**src/rtl/mtpsa_digest_split.sv**
```systemverilog
`default_nettype none
// ============================================================================
// Module      : mtpsa_digest_split
// Description : Zero-latency packet pass-through that strips the 256-bit
//               digest from tuser, queues requested digests for the CPU path
//               and keeps packet/digest/drop statistics.
// Revision    : 1.0 - initial release
// ============================================================================
module mtpsa_digest_split #(
  parameter int C_AXIS_DATA_WIDTH    = 256,
  parameter int C_S_AXIS_TUSER_WIDTH = 304,
  parameter int C_M_AXIS_TUSER_WIDTH = 128,
  parameter int DIGEST_WIDTH         = 256,
  parameter int DIG_FIFO_DEPTH       = 16
) (
  input  logic                              axis_aclk,
  input  logic                              axis_rst,
  input  logic [C_AXIS_DATA_WIDTH-1:0]      s_axis_tdata,
  input  logic [C_AXIS_DATA_WIDTH/8-1:0]    s_axis_tkeep,
  input  logic [C_S_AXIS_TUSER_WIDTH-1:0]   s_axis_tuser,
  input  logic                              s_axis_tvalid,
  output logic                              s_axis_tready,
  input  logic                              s_axis_tlast,
  output logic [C_AXIS_DATA_WIDTH-1:0]      m_axis_tdata,
  output logic [C_AXIS_DATA_WIDTH/8-1:0]    m_axis_tkeep,
  output logic [C_M_AXIS_TUSER_WIDTH-1:0]   m_axis_tuser,
  output logic                              m_axis_tvalid,
  input  logic                              m_axis_tready,
  output logic                              m_axis_tlast,
  output logic [DIGEST_WIDTH+15:0]          m_dig_tdata,
  output logic                              m_dig_tvalid,
  input  logic                              m_dig_tready,
  output logic [31:0]                       pkt_cnt,
  output logic [31:0]                       dig_cnt,
  output logic [31:0]                       dig_drop_cnt
);

  localparam int c_REC_W = DIGEST_WIDTH + 16;
  localparam int c_PTR_W = $clog2(DIG_FIFO_DEPTH);
  localparam int c_CNT_W = $clog2(DIG_FIFO_DEPTH + 1);
  localparam logic [c_CNT_W-1:0] c_FULL    = c_CNT_W'(DIG_FIFO_DEPTH);
  localparam logic [c_CNT_W-1:0] c_CNT_ONE = c_CNT_W'(1);
  localparam logic [c_PTR_W-1:0] c_PTR_ONE = c_PTR_W'(1);

  localparam logic [0:0] c_ST_IN_PKT = 1'b0;
  localparam logic [0:0] c_ST_SOP    = 1'b1;

  logic [0:0]          r_state;
  logic [0:0]          w_state_nxt;
  logic                w_sop;
  logic                w_beat;
  logic                w_capture;
  logic                w_pop;
  logic                w_full;
  logic                w_wr_en;
  logic                w_drop;
  logic [c_REC_W-1:0]  w_rec;
  logic [c_PTR_W-1:0]  r_wr_ptr;
  logic [c_PTR_W-1:0]  r_rd_ptr;
  logic [c_PTR_W-1:0]  w_rd_ptr_nxt;
  logic [c_CNT_W-1:0]  r_count;
  logic [c_CNT_W-1:0]  w_count_nxt;
  logic [c_REC_W-1:0]  r_mem [DIG_FIFO_DEPTH];
  logic [c_REC_W-1:0]  r_dig_tdata;
  logic                r_dig_tvalid;
  logic [31:0]         r_pkt_cnt;
  logic [31:0]         r_dig_cnt;
  logic [31:0]         r_drop_cnt;

  // Packet path: pure wires, never stalled by the digest side.
  assign m_axis_tvalid = s_axis_tvalid;
  assign s_axis_tready = m_axis_tready;
  assign m_axis_tdata  = s_axis_tdata;
  assign m_axis_tkeep  = s_axis_tkeep;
  assign m_axis_tlast  = s_axis_tlast;

  always_comb begin
    m_axis_tuser        = '0;
    m_axis_tuser[39:0]  = s_axis_tuser[39:0];
    m_axis_tuser[47:41] = s_axis_tuser[47:41];
  end

  assign w_beat = s_axis_tvalid & s_axis_tready;

  always_ff @(posedge axis_aclk) begin
    if (axis_rst) r_state <= c_ST_SOP;
    else          r_state <= w_state_nxt;
  end

  always_comb begin
    w_state_nxt = r_state;
    if (w_beat) w_state_nxt = s_axis_tlast ? c_ST_SOP : c_ST_IN_PKT;
  end

  always_comb begin
    w_sop = (r_state == c_ST_SOP);
  end

  assign w_rec     = {s_axis_tuser[23:16], s_axis_tuser[39:32], s_axis_tuser[48 +: DIGEST_WIDTH]};
  assign w_capture = w_beat & w_sop & s_axis_tuser[40];
  assign w_pop     = r_dig_tvalid & m_dig_tready;
  assign w_full    = (r_count == c_FULL);
  // A pop on a full FIFO frees the slot the incoming record lands in.
  assign w_wr_en   = w_capture & (~w_full | w_pop);
  assign w_drop    = w_capture & w_full & ~w_pop;

  assign w_rd_ptr_nxt = w_pop ? r_rd_ptr + c_PTR_ONE : r_rd_ptr;

  always_comb begin
    w_count_nxt = r_count;
    case ({w_wr_en, w_pop})
      2'b10:   w_count_nxt = r_count + c_CNT_ONE;
      2'b01:   w_count_nxt = r_count - c_CNT_ONE;
      default: w_count_nxt = r_count;
    endcase
  end

  always_ff @(posedge axis_aclk) begin
    if (w_wr_en) r_mem[r_wr_ptr] <= w_rec;
  end

  always_ff @(posedge axis_aclk) begin
    if (axis_rst) begin
      r_wr_ptr     <= '0;
      r_rd_ptr     <= '0;
      r_count      <= '0;
      r_dig_tvalid <= 1'b0;
      r_dig_tdata  <= '0;
    end else begin
      if (w_wr_en) r_wr_ptr <= r_wr_ptr + c_PTR_ONE;
      r_rd_ptr     <= w_rd_ptr_nxt;
      r_count      <= w_count_nxt;
      r_dig_tvalid <= (w_count_nxt != '0);
      // Head register: bypass the write when it becomes the next head.
      if (w_count_nxt != '0) begin
        if (w_wr_en && (r_wr_ptr == w_rd_ptr_nxt)) r_dig_tdata <= w_rec;
        else                                       r_dig_tdata <= r_mem[w_rd_ptr_nxt];
      end
    end
  end

  always_ff @(posedge axis_aclk) begin
    if (axis_rst) begin
      r_pkt_cnt  <= '0;
      r_dig_cnt  <= '0;
      r_drop_cnt <= '0;
    end else begin
      if (w_beat && w_sop && r_pkt_cnt != 32'hFFFF_FFFF) r_pkt_cnt  <= r_pkt_cnt + 32'd1;
      if (w_wr_en && r_dig_cnt != 32'hFFFF_FFFF)         r_dig_cnt  <= r_dig_cnt + 32'd1;
      if (w_drop && r_drop_cnt != 32'hFFFF_FFFF)         r_drop_cnt <= r_drop_cnt + 32'd1;
    end
  end

  assign m_dig_tdata  = r_dig_tdata;
  assign m_dig_tvalid = r_dig_tvalid;
  assign pkt_cnt      = r_pkt_cnt;
  assign dig_cnt      = r_dig_cnt;
  assign dig_drop_cnt = r_drop_cnt;

endmodule
`default_nettype wire

```
**config.mk**
```make
export PLATFORM = sky130hd
export DESIGN_NAME = mtpsa_digest_split
export DESIGN_NICKNAME = d
export VERILOG_FILES = /design/src/rtl/mtpsa_digest_split.sv
export SDC_FILE = /design/constraint.sdc
export NUM_CORES = 2
export LEC_CHECK = 0
export BUFFER_PORTS_ARGS = -buffer_cell sky130_fd_sc_hd__clkbuf_2
export CAP_MARGIN = 20
export CELL_PAD_IN_SITES_DETAIL_PLACEMENT = 1
export CELL_PAD_IN_SITES_GLOBAL_PLACEMENT = 2
export CORE_UTILIZATION = 25
export CTS_CLUSTER_DIAMETER = 120
export CTS_CLUSTER_SIZE = 20
export DETAILED_ROUTE_END_ITERATION = 6
export PLACE_DENSITY_LB_ADDON = 0.15
export RECOVER_POWER = 50
export SLEW_MARGIN = 20
export SYNTH_ARGS = -nofsm -noshare
export SYNTH_HDL_FRONTEND = slang
export SYNTH_MEMORY_MAX_BITS = 65536
export SYNTH_SLANG_ARGS = --single-unit
```
**constraint.sdc**
```tcl
create_clock -name axis_aclk -period 46.5 [get_ports axis_aclk]
set_input_delay 11.625 -clock axis_aclk [delete_from_list [all_inputs] [get_ports axis_aclk]]
set_output_delay 11.625 -clock axis_aclk [all_outputs]
set_load 0.005 [all_outputs]
```
==> summary.md <==
| Metric | Value |
|---|---|
| Tightest Pin Transition | `3.638 ns` |
| CP max-delay cell | `clkbuf_1` |
| Crit-path max FO | `18` |
| Routing usage on met2 | `32.76%` |
| First DRT Iteration DRCs | `7333` |
| Mapped cell area | `182800 sq um` |
| Crit end category | `primary output` |
| CTS max path bufs | `4` |
| Number of synthesized register bits | `4735` |
| Maximum vdd drop | `0.05016 mV` |
| CTS Sinks | `4735` |
| Total chip power | `9.460 mW` |
| Required time worst endpoint | `34.88 ns` |
| Residual DRC | `0` |
| Int Power | `6.669 mW` |
| Vias in the first global route | `103400` |
| Initial Util | `25.13%` |
| Commonest non-fill, non-tap cell in the layout | `edfxtp_1` |
| Area contributors post-synth | `edfxtp_1 (71%), mux4_2 (10%), dfxtp_1 (4.2%)` |
| Max_cap viols | `13` |
| Clock tree from TritonCTS | `built` |
| Global routing usage on met3 | `3.549%` |
| Die area | `734800 sq um` |
| Drt pass-1 iters | `7` |
| TritonCTS buffer count | `282` |
| Avg WL per Cell | `34.42 um` |
| Synth async-reset ratio | `0%` |
| Number of flops mapped to enable cells by yosys | `4352` |
| Pwr dens | `46.61 nW/um^2` |
| Crit path buf inv count | `2` |
| Met1 GRT Util | `20.76%` |
| Yosys top cell area share | `71.47%` |
| Mapped Cells | `10150` |
| Comb power frac | `20.0%` |
| Antenna-violating nets left | `0` |
| CP Cell Sequence | `clkbuf_1, clkbuf_2` |
| Setup repair after global routing missed its margin | `no` |
| Largest stage delay on the critical path | `0.66 ns` |
| Area grow syn2layout | `10.99%` |
| Crit path kind | `in -> out` |
| Cell taking the most area after synthesis | `edfxtp_1` |
| Busiest grt layer | `met2` |
| H-tree levels | `5` |
| Post-cts gate resize count | `0` |
| Via density | `4.798` |
| Final HPWL DP | `394800 um` |
| Buffers on Ports | `666` |
| Clock transition at path regs | `0.09 ns` |
| Die width | `857.2 um` |
| Site row count | `313` |
| Net load switching power | `2.791 mW` |
| Synth unique cells | `55` |
| Most frequent cells in the layout | `edfxtp_1 (4352), nand2_1 (1138), mux4_2 (814)` |
| Final Setup Violations | `0` |
| Core ar. | `727600 sq um` |
| Clk Latency, worst-skew pair | `1.03 ns` |
| Drt total wl | `696600 um` |
| Sw Ratio | `29.50%` |
| # IOs | `1386` |
| Routability cong. | `0.8033` |
| Vias post-DR | `97110` |
| Chip height | `857.2 um` |
| Leak pwr | `60.66 nW` |
| Violations in the final reports | `max-capacitance violations, max-slew violations` |
| Clk network pwr share | `28.7%` |
| Final Hold Vio Count | `0` |
| Share of layout cells above drive strength 1 | `16.78%` |
| Fmax | `41.40 MHz` |
| Hold buffer count at cts | `0` |
| TNS Setup | `0 ns` |
| Worst Skew | `0.09444 ns` |
| Fin crit share | `51.95%` |
| Syn avg cell area | `18.01 sq um` |
| Post-CTS Setup Bufs | `0` |
| Relative slew slack | `-142.5%` |
| Yosys warns | `0` |
| Top_reg_cell synth | `edfxtp_1` |
| Status | `complete, but fails checks` |
| CTS Root Cell | `clkbuf_16` |
| Grt ovf | `0` |
| Critical path arrival | `12.53 ns` |
| Total Routing Usage GR | `18.31%` |
| Antenna violations before repair | `158` |
| Sequential fraction of the synthesis area | `75.67%` |
| Post-route minimum period | `24.16 ns` |
| Worst setup SP type | `input pin` |
| Layout Nets | `10970` |
| Final Slew Violations | `326` |
| Hold crit path type | `reg -> reg` |
| Largest net degree at the start of global routing | `137` |
| First-pass GRT wire length | `934200 um` |
| Crit path max-delay family | `buffers and inverters` |
| Reg power frac | `51.3%` |
power by group through the flow:
stage / sequential, mW / clock, mW / combinational [mW]
after floorplan: 4.90 / 0 / 1.26
after global placement: 4.96 / 0 / 1.95
after detailed placement: 4.96 / 0 / 1.98
after CTS: 4.86 / 2.83 / 1.98
after global routing: 4.86 / 2.94 / 2.06
final: 4.85 / 2.71 / 1.89
worst paths after layout:
check	from	to	slack (ns)	depth (start not counted)
setup / recovery	s_axis_tuser[18]	m_axis_tuser[18]	22.34	2
hold / removal	m_dig_tdata[127]	m_dig_tdata[127]	0.47	1
setup reg to reg	m_dig_tvalid	m_dig_tdata[161]	38.91	13
hold reg to reg	m_dig_tdata[127]	m_dig_tdata[127]	0.47	1
kinds of logic (layout without fill, tap and decap cells):
| group | count (synthesis) | count (layout) | synth area share [%] |
|---|---|---|---|
| AO/OA/AOI/OAI | 1170 | 1170 | 4.918 |
| XOR/XNOR | 97 | 97 | 0.4687 |
| adder cells (fa/ha/maj) | 9 | 9 | 0.06159 |
| buffers and inverters | 1067 | 1426 | 3.203 |
| flip-flops | 4735 | 4735 | 75.67 |
| multiplexers | 825 | 825 | 10.09 |
| other | 1 | 119 | 0.002051 |
| AND/OR/NAND/NOR | 2250 | 2250 | 5.595 |
through the flow:
stage          util [%]  hold slack, ns  instances  setup WS, ns  cell area (sq um)
4_1_cts           27.99          0.4766      20200         22.70             203700
3_3_place_gp      26.81          0.4512      19690         22.75             195100
6_report          27.89          0.4714      20240         22.34             203000
2_1_floorplan         -          0.4657      10230         14.26             183100
3_5_place_dp      26.81          0.4551      19690         22.70             195100
5_1_grt           27.89          0.4921      20220         22.29             202900
synth_stat cells (4+ instances only):
library cell	count
a211oi_1	5
a21oi_1	33
a221oi_1	4
a22oi_1	273
a31oi_1	275
a32o_1	271
and2_1	4
and3_1	12
and4_1	15
buf_1	99
buf_2	160
buf_4	420
buf_6	10
clkbuf_1	360
dfxtp_1	383
edfxtp_1	4352
ha_1	9
inv_1	18
mux2i_1	11
mux4_2	814
nand2_1	1139
nand3_1	582
nand4_1	32
nor2_1	125
nor2b_1	5
nor3_1	24
nor4_1	8
o211ai_1	270
o21ai_0	17
o21ai_1	7
or2_2	272
or3_1	19
or4_1	4
xnor2_1	47
xor2_1	49
metal layers:
layer | vias to the layer above | wire length (um)
met4 | 20 | 43770
met3 | 1134 | 35370
li1 | 40350 | -
met1 | 53350 | 262800
met5 | - | 122
met2 | 2256 | 354500
final cells by class:
| type | count | area, sq um |
|---|---|---|
| Antenna cell | 38 | 95.09 |
| Clock buffer | 471 | 7853 |
| Clock inverter | 40 | 723.2 |
| Fill cell | 75270 | 524700 |
| Inverter | 18 | 67.56 |
| Multi-Input combinational cell | 4432 | 39040 |
| Sequential cell | 4735 | 138400 |
| Tap cell | 9607 | 12020 |
| Timing Repair Buffer | 897 | 4802 |
worst reg2reg max path, stage by stage, from the launching register on:
cell     delay [ns]
dfxtp_1        0.45
and2_1         0.65
nand2_1        0.29
xnor2_2        0.18
buf_4          0.80
buf_4          0.80
buf_4          0.89
buf_4          0.67
buf_4          0.70
buf_12         0.70
mux4_2         0.59
a22oi_1        0.38
nand3_1        0.16
a32o_1         0.31
registers in the layout (all words and copies together), names as in the netlist:
name          count
m_dig_tdata     272
dig_cnt          32
dig_drop_cnt     32
r_count           5
m_dig_tvalid      1
r_state           1
r_rd_ptr          4
pkt_cnt          32
r_wr_ptr          4
r_mem          4352
No activity file was read; power rests on OpenSTA's default activity.
